## src/rtl/gemm_stream_sequencer_pkg.sv

```systemverilog
// Shared types and helpers for the GEMM stream sequencer.
package gemm_stream_sequencer_pkg;

  typedef enum logic [2:0] {
    IDLE   = 3'd0,
    CLEAR  = 3'd1,
    STREAM = 3'd2,
    DRAIN  = 3'd3,
    DONE   = 3'd4
  } seq_state_e;

  // Zero cycles needed for the last skewed operand to cross an SA_SIZE x SA_SIZE array.
  function automatic int drain_cycles(input int sa_size);
    return 3 * sa_size - 2;
  endfunction

endpackage

```

## src/rtl/gemm_vec_out_reg.sv

```systemverilog
// Registered activation/weight vector pair: each cycle either loads the new pair or zeros it.
module gemm_vec_out_reg #(
  parameter int LANES  = 8,
  parameter int ELEM_W = 32
) (
  input  logic                         clk,
  input  logic                         resetn,
  input  logic                         load,
  input  logic [LANES-1:0][ELEM_W-1:0] data_a,
  input  logic [LANES-1:0][ELEM_W-1:0] data_b,
  output logic [LANES-1:0][ELEM_W-1:0] q_a,
  output logic [LANES-1:0][ELEM_W-1:0] q_b
);

  // A and B share one load select so a bubble can never skew them apart.
  always_ff @(posedge clk or negedge resetn) begin
    if (!resetn) begin
      q_a <= '0;
      q_b <= '0;
    end else if (load) begin
      q_a <= data_a;
      q_b <= data_b;
    end else begin
      q_a <= '0;
      q_b <= '0;
    end
  end

endmodule

```

## src/rtl/gemm_stream_sequencer.sv

```systemverilog
// Sequences one output-stationary GEMM tile pass: clear, stream K vector pairs, drain, done.
// Optional bubble_cnt statistics output is enabled by defining GEMM_BUBBLE_STATS_EN.
module gemm_stream_sequencer
  import gemm_stream_sequencer_pkg::*;
#(
  parameter int SA_SIZE         = 8,
  parameter int ACTIVATION_SIZE = 32,
  parameter int K_W             = 16
) (
  input  logic                                      clk,
  input  logic                                      resetn,
  input  logic                                      start,
  input  logic [K_W-1:0]                            k_len,
  output logic                                      busy,
  output logic                                      done,
  output logic                                      acc_clear,
  input  logic                                      src_valid,
  output logic                                      src_ready,
  input  logic [SA_SIZE-1:0][ACTIVATION_SIZE-1:0]   src_a,
  input  logic [SA_SIZE-1:0][ACTIVATION_SIZE-1:0]   src_b,
  output logic [SA_SIZE-1:0][ACTIVATION_SIZE-1:0]   a_out,
  output logic [SA_SIZE-1:0][ACTIVATION_SIZE-1:0]   b_out
`ifdef GEMM_BUBBLE_STATS_EN
  ,
  output logic [K_W+SA_SIZE-1:0]                    bubble_cnt
`endif
);

  localparam int DRAIN_N = drain_cycles(SA_SIZE);
  localparam int DC_W    = $clog2(DRAIN_N + 1);

  localparam logic [2:0] ST_IDLE   = IDLE;
  localparam logic [2:0] ST_CLEAR  = CLEAR;
  localparam logic [2:0] ST_STREAM = STREAM;
  localparam logic [2:0] ST_DRAIN  = DRAIN;
  localparam logic [2:0] ST_DONE   = DONE;

  logic [2:0]      state;
  logic [2:0]      state_nxt;
  logic [K_W-1:0]  k_lat;
  logic [K_W-1:0]  beat_cnt;
  logic [K_W-1:0]  beat_inc;
  logic [DC_W-1:0] drain_cnt;
  logic            accept;
  logic            last_beat;
  logic            drain_end;

  assign src_ready = (state == ST_STREAM);
  assign accept    = src_valid & src_ready;
  assign beat_inc  = beat_cnt + K_W'(1);
  // Equality on the incremented count: k_len = 2^K_W-1 is reached without wrapping.
  assign last_beat = accept && (beat_inc == k_lat);
  // The first DRAIN cycle still shows the last beat, so DRAIN_N zero cycles need DRAIN_N+1 states.
  assign drain_end = (drain_cnt == DC_W'(DRAIN_N));

  assign busy      = (state != ST_IDLE);
  assign done      = (state == ST_DONE);
  assign acc_clear = (state == ST_CLEAR);

  always_comb begin
    state_nxt = state;
    case (state)
      ST_IDLE:   if (start) state_nxt = ST_CLEAR;
      ST_CLEAR:  state_nxt = (k_lat != '0) ? ST_STREAM : ST_DONE;
      ST_STREAM: if (last_beat) state_nxt = ST_DRAIN;
      ST_DRAIN:  if (drain_end) state_nxt = ST_DONE;
      ST_DONE:   state_nxt = ST_IDLE;
      default:   state_nxt = ST_IDLE;
    endcase
  end

  always_ff @(posedge clk or negedge resetn) begin
    if (!resetn) begin
      state     <= ST_IDLE;
      k_lat     <= '0;
      beat_cnt  <= '0;
      drain_cnt <= '0;
    end else begin
      state <= state_nxt;
      if (state == ST_IDLE && start) k_lat <= k_len;
      if (state == ST_CLEAR) beat_cnt <= '0;
      else if (accept)       beat_cnt <= beat_inc;
      if (state == ST_DRAIN && !drain_end) drain_cnt <= drain_cnt + DC_W'(1);
      else                                 drain_cnt <= '0;
    end
  end

  gemm_vec_out_reg #(
    .LANES  (SA_SIZE),
    .ELEM_W (ACTIVATION_SIZE)
  ) u_vec_out (
    .clk    (clk),
    .resetn (resetn),
    .load   (accept),
    .data_a (src_a),
    .data_b (src_b),
    .q_a    (a_out),
    .q_b    (b_out)
  );

`ifdef GEMM_BUBBLE_STATS_EN
  localparam int BW = K_W + SA_SIZE;

  // Counts STREAM cycles without an accepted beat; saturates rather than wrapping.
  always_ff @(posedge clk or negedge resetn) begin
    if (!resetn) begin
      bubble_cnt <= '0;
    end else if (state == ST_CLEAR) begin
      bubble_cnt <= '0;
    end else if (state == ST_STREAM && !accept && bubble_cnt != '1) begin
      bubble_cnt <= bubble_cnt + BW'(1);
    end
  end
`endif

endmodule
```

## config.mk

```make
export PLATFORM = sky130hd
export DESIGN_NAME = gemm_stream_sequencer
export DESIGN_NICKNAME = d
export VERILOG_FILES = /design/src/rtl/gemm_stream_sequencer_pkg.sv /design/src/rtl/gemm_vec_out_reg.sv /design/src/rtl/gemm_stream_sequencer.sv
export SDC_FILE = /design/constraint.sdc
export NUM_CORES = 1
export LEC_CHECK = 0
export CAP_MARGIN = 20
export CELL_PAD_IN_SITES_DETAIL_PLACEMENT = 1
export CELL_PAD_IN_SITES_GLOBAL_PLACEMENT = 2
export CORE_AREA = 2 2 404 406
export CTS_CLUSTER_DIAMETER = 100
export CTS_CLUSTER_SIZE = 14
export DETAILED_ROUTE_END_ITERATION = 16
export DIE_AREA = 0 0 406 408
export PLACE_DENSITY_LB_ADDON = 0.1
export SYNTH_ARGS = -nofsm -noshare
export SYNTH_HDL_FRONTEND = slang
export SYNTH_HIERARCHICAL = 1
export SYNTH_SLANG_ARGS = --single-unit
export TNS_END_PERCENT = 10
```

## constraint.sdc

```tcl
create_clock -name clk -period 5.5 [get_ports clk]
set_clock_uncertainty 0.2 [all_clocks]
set_input_delay 0.55 -clock clk [delete_from_list [all_inputs] [get_ports clk]]
set_output_delay 0.55 -clock clk [all_outputs]
set_load 0.05 [all_outputs]
```

=== Word-level counts from Yosys, hierarchy flattened ===
Cells that the tools add are included.
Widths: inputs -> output; s select.

* Flip-flop bits (word level): 552
* Latch bits: 0
* Memory bits (writable): 0
* Memory bits (read-only): 0
* Input bits: 532
* Memories: 0

* $add $sub $neg: 2
* Multipliers: 0
* Divide/modulo/power cells: 0
* Order comparisons: 0
* Equal/unequal tests: 9
* Shift operators: 0
* Mux-type cells: 10
* Bitwise logic cells: 1
* Reductions and logical operators: 9

{| class="wikitable"
|+ Operators by type and width
! kind !! number
|-
| $mux 256 || 2
|-
| $mux 16 || 2
|-
| $add 16x1->16 const B || 1
|-
| $eq 16x16->1 || 1
|-
| $reduce_bool 16->1 || 1
|-
| $mux 3 || 4
|-
| $pmux 3 s4 || 1
|-
| $eq 3x2->1 const B || 2
|-
| $add 5x1->5 const B || 1
|-
| $eq 5x5->1 const B || 1
|-
| $mux 5 || 1
|-
| $ne 2x2->1 const B || 2
|-
| $eq 3x1->1 const B || 1
|-
| $eq 3x3->1 const B || 1
|-
| $logic_and 1x1->1 || 3
|-
| $logic_not 3->1 || 1
|-
| $reduce_and 3->1 || 1
|-
| $reduce_bool 3->1 || 1
|-
| $ne 2x1->1 const B || 1
|-
| $reduce_bool 2->1 || 1
|-
| $and 1x1->1 || 1
|-
| $logic_not 1->1 || 1
|}

=== Longest topological paths before layout ===
Gate-level depths: netlist of the first run.

* Word-level depth: 5
* Mapped depth: 7
* Mapped depth without buffers: 7

=== By module ===
The synthesis of the first run kept the hierarchy.

{| class="wikitable"
|+ By module, submodules not included
! module !! instances !! cells each !! area each (sq um) !! sequential area each (sq um)
|-
| gemm_vec_out_reg || 1 || 1080 || 16291.9 || 12812.3
|-
| gemm_stream_sequencer || 1 || 232 || 2289.7 || 1001.0
|}

=== Worst setup path after synthesis of the first run ===
Ideal clock, no wire load.

* Kind: reg2reg
* Start point: register state[2]
* End point: register beat_cnt[13]
* Arrival time: 2105 ps
* Required time: 5166 ps
* Slack: 3061 ps
* Cell stages (with the launch flop): 7
* Clock period less this slack: 2439 ps
* Path through: dfrtp_1 > and2b_1 > nor2b_1 > nor2_1 > clkbuf_1 > o21ai_0 > o41ai_1

* Elaborated cells on any way between the ends: 5
* Classes of those cells: eq/ne (2); mux (1); bitwise (1); reduce/logical (1)

{| class="wikitable"
|+ RTL lines
! item !! line !! RTL
|-
| from (decl) || gemm_stream_sequencer.sv:38 || <nowiki>logic [2:0] state;</nowiki>
|-
| from (signal assigned) || gemm_stream_sequencer.sv:79 || <nowiki>state <= state_nxt;</nowiki>
|-
| $eq 3x1->1 * || - ||
|-
| named net acc_clear || gemm_stream_sequencer.sv:16 || <nowiki>output logic acc_clear,</nowiki>
|-
| $mux 16 or $reduce_bool 2->1 (tied branches) || - ||
|-
| to (signal assigned) || gemm_stream_sequencer.sv:82 || <nowiki>else if (accept) beat_cnt <= beat_inc;</nowiki>
|-
| to (decl) || gemm_stream_sequencer.sv:41 || <nowiki>logic [K_W-1:0] beat_cnt;</nowiki>
|}

Mark *: on every way through the listed nets, which the timed path passes. The rest lies on a longest branch.
A chain may end at the register's enable or synchronous reset.

=== Final worst setup path of the first run ===
* Start point: register state[2]
* End point: output port acc_clear

* Word-level cells in the longest chain between the ends: 1

{| class="wikitable"
|+ Ends and longest elaborated chain
! item !! line !! RTL
|-
| $eq 3x1->1 || gemm_stream_sequencer.sv:58 || <nowiki>assign acc_clear = (state == ST_CLEAR);</nowiki>
|-
| to (decl) || gemm_stream_sequencer.sv:16 ||
|}

Every way passes these cells.

==> reports/metrics.csv, run 1 <==
stage;metric;value;unit
run_status;status;completed;
grt;grt_usage;12.6;%
finish;final-seq-area;13800;um2
drt;ant_nets;0;
placed_design;place_congestion;0.759;
die;pin_count;1048;
job;maxCapViolations;0;
drt;drcViolationCount;0;
die;die_y;408;um
placed_design;pre_cts_ws;1670;ps
timing;finalHoldViolations;0;
die;rows;148;
synthesis;synth_cells;1312;
critical_path;worstPathRequired;4750;ps
synthesis;synth_cell_types;52;
die;die_area;166000;um2
finish;drive_gt1_share;4.59;%
grt;grt_max_degree;185;
clock_tree;root_buffer;clkbuf_16;
die;start_util;11.5;%
timing;layout_min_cycle_time;3660;ps
placed_design;dpl.hpwl;84600;um
clock_tree;cts_tree;yes;
pwr;p_leak;0.0140;uW
grt;antenna_found_initial;53;
finish;fillers;18003;
critical_path;end_kind;primary output;
timing;fin_crit_sh;66.6;%
finish;nets;2896;
synthesis;synth.area.top_cells;dfrtp_1, and2_1, clkbuf_2;
synthesis;yosysMostFrequentCell;dfrtp_1;
clock_tree;htreeDepth;2;
synthesis;synth-seq-cells;552;
drt;num_vias;13966;
synthesis;async_flop_share;100;%
timing;hold_slack;258;ps
synthesis;syn_avg_cell_area;14.2;um2
pwr;powerDensity;443;nW/um2
synthesis;synth_nets;1847;
critical_path;cp-start-kind;flop;
synthesis;synth_commonest_cells;dfrtp_1, and2_1, clkbuf_2;
hold_path;min_path_type;in -> reg;
critical_path;cp_max_fo;5;
grt;overflow;0;
synthesis;synth_top_flop_cell;dfrtp_1;
critical_path;worstPathArrival;2910;ps
placed_design;portBuffers;1047;
clock_tree;clockBufferDepth;3;
finish;areaGrowthSynthToFinish;78.2;%
synthesis;synth_top_cell_by_area;dfrtp_1;
grt;grt_pass1_vias;15536;
timing;setup_tns;0;ps
die;fp.coreArea;162000;um2
timing;setup_viol;0;
timing;max_slew_margin;33.8;%
drt;drtIter0Drc;488;
synthesis;synth.yosys.warnings;6;
synthesis;synth_edf_count;0;
clock_tree;cts_resized;0;
synthesis;seq_area_frac_synth;74.3;%
drt;drt-total-wl;107000;um
clock_tree;cts_setup_buffers;0;
clock_tree;cts_sinks;552;
clock_tree;clkTransAtPathRegs;70;ps
synthesis;synth.top_cell.area_share;74.3;%
timing;worst_pin_slew;990;ps
die;die_w;406;um
clock_tree;clk_latency;630;ps
synthesis;netlist_area;18600;um2
timing;fmax;0.273;GHz
pwr;peakVddDrop;199;uV
clock_tree;cts_buffers;50;
timing;slew_violations;0;
drt;wl_per_cell;23.4;um
finish;multi_input_area;4420;um2
drt;first_pass_iters;4;
timing;setup_ws;1840;ps
critical_path;critPathKind;reg -> out;
grt;grt_pass1_wl;142000;um
clock_tree;cts_hold_buf;1;
drt;vias_per_cell;3.06;
timing;rsz0062_at_grt;no;
==> layout make-up <==
type,instances,area share (%)
Multi-Input combinational cell,690,13.4
Sequential cell,552,41.7
Inverter,5,0.0794
Tap cell,2175,8.22
Clock buffer,51,3.82
Antenna cell,22,0.166
Timing Repair Buffer,1062,32.2
Clock inverter,14,0.469
==> where the power goes <==
group	internal (uW)	switching, uW	leakage (uW)
clock	1710	1790	0.000696
combinational	2000	4040	0.00584
sequential	4810	334	0.00749
==> placed cells by master (no fill, tap or decap), drive strengths merged, types with 2 or more instances in the layout <==
cell           count
xor2               7
nand2             18
clkinv             4
and2             514
nor3b              2
or3                2
o21ai             19
inv               13
diode             22
and3               5
o31ai              7
ha                 3
o41ai              2
clkbuf            51
dfrtp            552
xnor2             17
nor4               4
mux2              16
buf               15
a21oi              7
nand3             10
clkdlybuf4s50   1046
a31oi              3
nand4              4
nor2              24
nor2b              3
nor3               5
==> kinds of logic after synthesis <==
logic type	count (synthesis)	share of synthesized area, %
AND/OR/NAND/NOR	597	19.7
XOR/XNOR	24	1.13
adder cells (fa/ha/maj)	3	0.202
AO/OA/AOI/OAI	49	1.72
flip-flops	552	74.3
multiplexers	17	1.02
buffers and inverters	70	1.85
==> state kept, by name, indices dropped and copies added (netlist names) <==
| register | flops |
|---|---|
| k_lat | 16 |
| beat_cnt | 16 |
| state | 3 |
| drain_cnt | 5 |
| u_vec_out/q_a | 256 |
| u_vec_out/q_b | 256 |
==> path summary, 6_finish.rpt <==
| path | depth (start not counted) | endpoint | startpoint | slack, ps |
|---|---|---|---|---|
| worst max-delay path | 3 | acc_clear | state[2] | 1840 |
| worst min-delay path | 2 | u_vec_out/q_b[179] | src_b[179] | 260 |
| worst max register to register | 5 | u_vec_out/q_a[167] | state[1] | 2130 |
| worst min register to register | 1 | drain_cnt[0] | drain_cnt[0] | 300 |
| max in group asynchronous | 3 | k_lat[13] | resetn | 3470 |
| min in group asynchronous | 2 | u_vec_out/q_b[44] | resetn | 310 |
==> worst max-delay path, cell delays in order, from the launching register on <==
cell and delay (ps):
dfrtp_1 420, and2b_1 260, nor2b_1 610, clkdlybuf4s50_1 990
==> routing by layer <==
metal | track usage (%) | up-vias | share of wire [%]
li1 | - | 6193 | -
met1 | 11.8 | 7049 | 32
met2 | 23.9 | 529 | 55
met3 | 5.09 | 161 | 9.0
met4 | 5.04 | 34 | 3.1
met5 | 0 | - | 0.19
==> stage by stage <==
step	util, %	instances	power, uW	area [um2]
floorplan	-	1312	8680	18600
global placement	19.6	4483	11400	31600
detailed placement	19.6	4483	11400	31600
CTS	20.4	4549	15100	33100
global route	20.5	4564	15500	33100
finish	20.5	4571	14700	33100
Power figures use the tool's default switching activity.
==> run 2: changes to the inputs <==
- CORE_AREA: 2 2 404 406 -> 2 2 409 411
- DIE_AREA: 0 0 406 408 -> 0 0 411 413
- clock period: 5.5 -> 3.4 ns (I/O delays scaled with it)
==> run 2 against run 1 <==
Flip-flop and latch count unchanged. Via count up 8.2%. Cell count up 7.4%. Largest power group unchanged. Sequential power is 62% higher. Hold slack worse by 230 ps. Critical endpoint is now busy. Critical path type unchanged.
==> reports/metrics.csv, run 2 (same netlist as run 1, synthesis figures left out) <==
stage;metric;value;unit
timing;setup_tns;0;ps
timing;rsz0062_at_grt;no;
timing;setup_ws;565;ps
timing;layout_min_cycle_time;2830;ps
timing;finalHoldViolations;0;
drt;drt-total-wl;103000;um
die;pin_count;1048;
clock_tree;clkTransAtPathRegs;70;ps
timing;slew_violations;0;
finish;drive_gt1_share;4.69;%
drt;num_vias;15112;
drt;vias_per_cell;3.08;
drt;ant_nets;0;
critical_path;worstPathArrival;2290;ps
finish;areaGrowthSynthToFinish;94.8;%
clock_tree;htreeDepth;2;
placed_design;dpl.hpwl;81500;um
grt;overflow;0;
job;maxCapViolations;0;
pwr;peakVddDrop;323;uV
clock_tree;clk_latency;640;ps
clock_tree;clockBufferDepth;3;
clock_tree;cts_tree;yes;
run_status;status;completed;
die;fp.coreArea;166000;um2
die;die_w;411;um
die;rows;150;
clock_tree;cts_setup_buffers;0;
grt;antenna_found_initial;37;
timing;max_slew_margin;44.5;%
drt;drtIter0Drc;455;
grt;grt_pass1_wl;140000;um
clock_tree;cts_sinks;552;
grt;grt_pass1_vias;17181;
placed_design;pre_cts_ws;816;ps
pwr;powerDensity;664;nW/um2
hold_path;min_path_type;in -> async;
finish;final_cell_mix;clkdlybuf4s50_1, dfrtp_1, and2_1, dlygate4sd3_1, clkbuf_16;
timing;fin_crit_sh;83.4;%
critical_path;end_kind;primary output;
timing;fmax;0.353;GHz
clock_tree;root_buffer;clkbuf_16;
finish;nets;3205;
clock_tree;cts_buffers;50;
critical_path;cp-start-kind;flop;
grt;grt_usage;11.7;%
pwr;p_leak;0.0154;uW
critical_path;critPathKind;reg -> out;
placed_design;place_congestion;0.778;
finish;fillers;18534;
drt;drcViolationCount;0;
drt;wl_per_cell;21.1;um
die;die_y;413;um
placed_design;portBuffers;1047;
grt;grt_max_degree;110;
die;die_area;170000;um2
critical_path;cp_max_fo;8;
pwr;finalPower;24000;uW
critical_path;worstPathRequired;2860;ps
finish;final_common_cell;clkdlybuf4s50_1;
finish;top_regs;u_vec_out/q_a: 256 flops, u_vec_out/q_b: 256 flops;
die;start_util;11.2;%
drt;first_pass_iters;4;
timing;worst_pin_slew;830;ps
timing;setup_viol;0;
## run 2: changes by cell type in the layout (fill, tap and decap cells not counted), sizes merged
cell | previous run | this run
bufinv | 1 | 0
dlygate4sd3 | 1 | 290
clkbuf | 51 | 57
dlymetal6s2s | 0 | 1
inv | 13 | 11
buf | 15 | 35
clkdlybuf4s50 | 1046 | 1045
clkinvlp | 1 | 0
diode | 22 | 19
## run 2: where the power goes
part | internal (uW) | switching (uW) | total [uW] | leakage [uW]
Combinational | 3520 | 6580 | 10100 | 0.00717
Sequential | 7780 | 553 | 8330 | 0.00749
Clock | 2740 | 2860 | 5610 | 0.000692
Total | 14000 | 10000 | 24000 | 0.0154
## run 2: layer usage
layer	vias up	wire length, um	track usage [%]
li1	6799	-	-
met1	7622	34700	11.5
met2	527	57700	22.7
met3	146	7400	3.80
met4	18	3420	4.35
met5	-	119	0
## run 2: layout make-up
type / instances / area (um2) / area share, %
diodes: 19 / 47.5 / 0.131
clock buffers: 57 / 1310 / 3.62
clock inverters: 10 / 98.8 / 0.273
inverters: 5 / 26.3 / 0.0726
multi-input cells: 690 / 4420 / 12.2
flip-flops and latches: 552 / 13800 / 38.2
well taps: 2204 / 2760 / 7.62
repair buffers: 1371 / 13700 / 37.9
## run 2: worst max-delay path, cell delays in order, from the launching register on
cell and delay [ps]:
dfrtp_1 450, or3_1 460, clkdlybuf4s50_1 760
## run 2: what timing repair did
item                                    4_1_cts  5_1_grt
hold endpoints to repair                    441        0
hold buffers                                290        0
endpoints found under the setup margin        0        1
gates resized for setup                       0        1
## run 2: path summary, 6_finish.rpt
kind	from	endpoint	slack [ps]	depth (start not counted)
max	state[1]	busy	570	2
min	resetn	u_vec_out/q_a[68]	30	2
max reg2reg	beat_cnt[0]	state[0]	930	7
min reg2reg	drain_cnt[0]	drain_cnt[0]	280	1
max in group asynchronous	resetn	u_vec_out/q_a[132]	1800	3
min in group clk	src_b[93]	u_vec_out/q_b[93]	80	2
## run 2: through the flow
stage	cell area (um2)	cells	util, %	hold WS [ps]
2_1_floorplan	18600	1312	-	-156
3_3_place_gp	31800	4532	19.2	161
3_5_place_dp	31800	4532	19.2	167
4_1_cts	36100	4889	21.8	0.198
5_1_grt	36200	4901	21.8	14.8
6_report	36200	4908	21.8	26.9
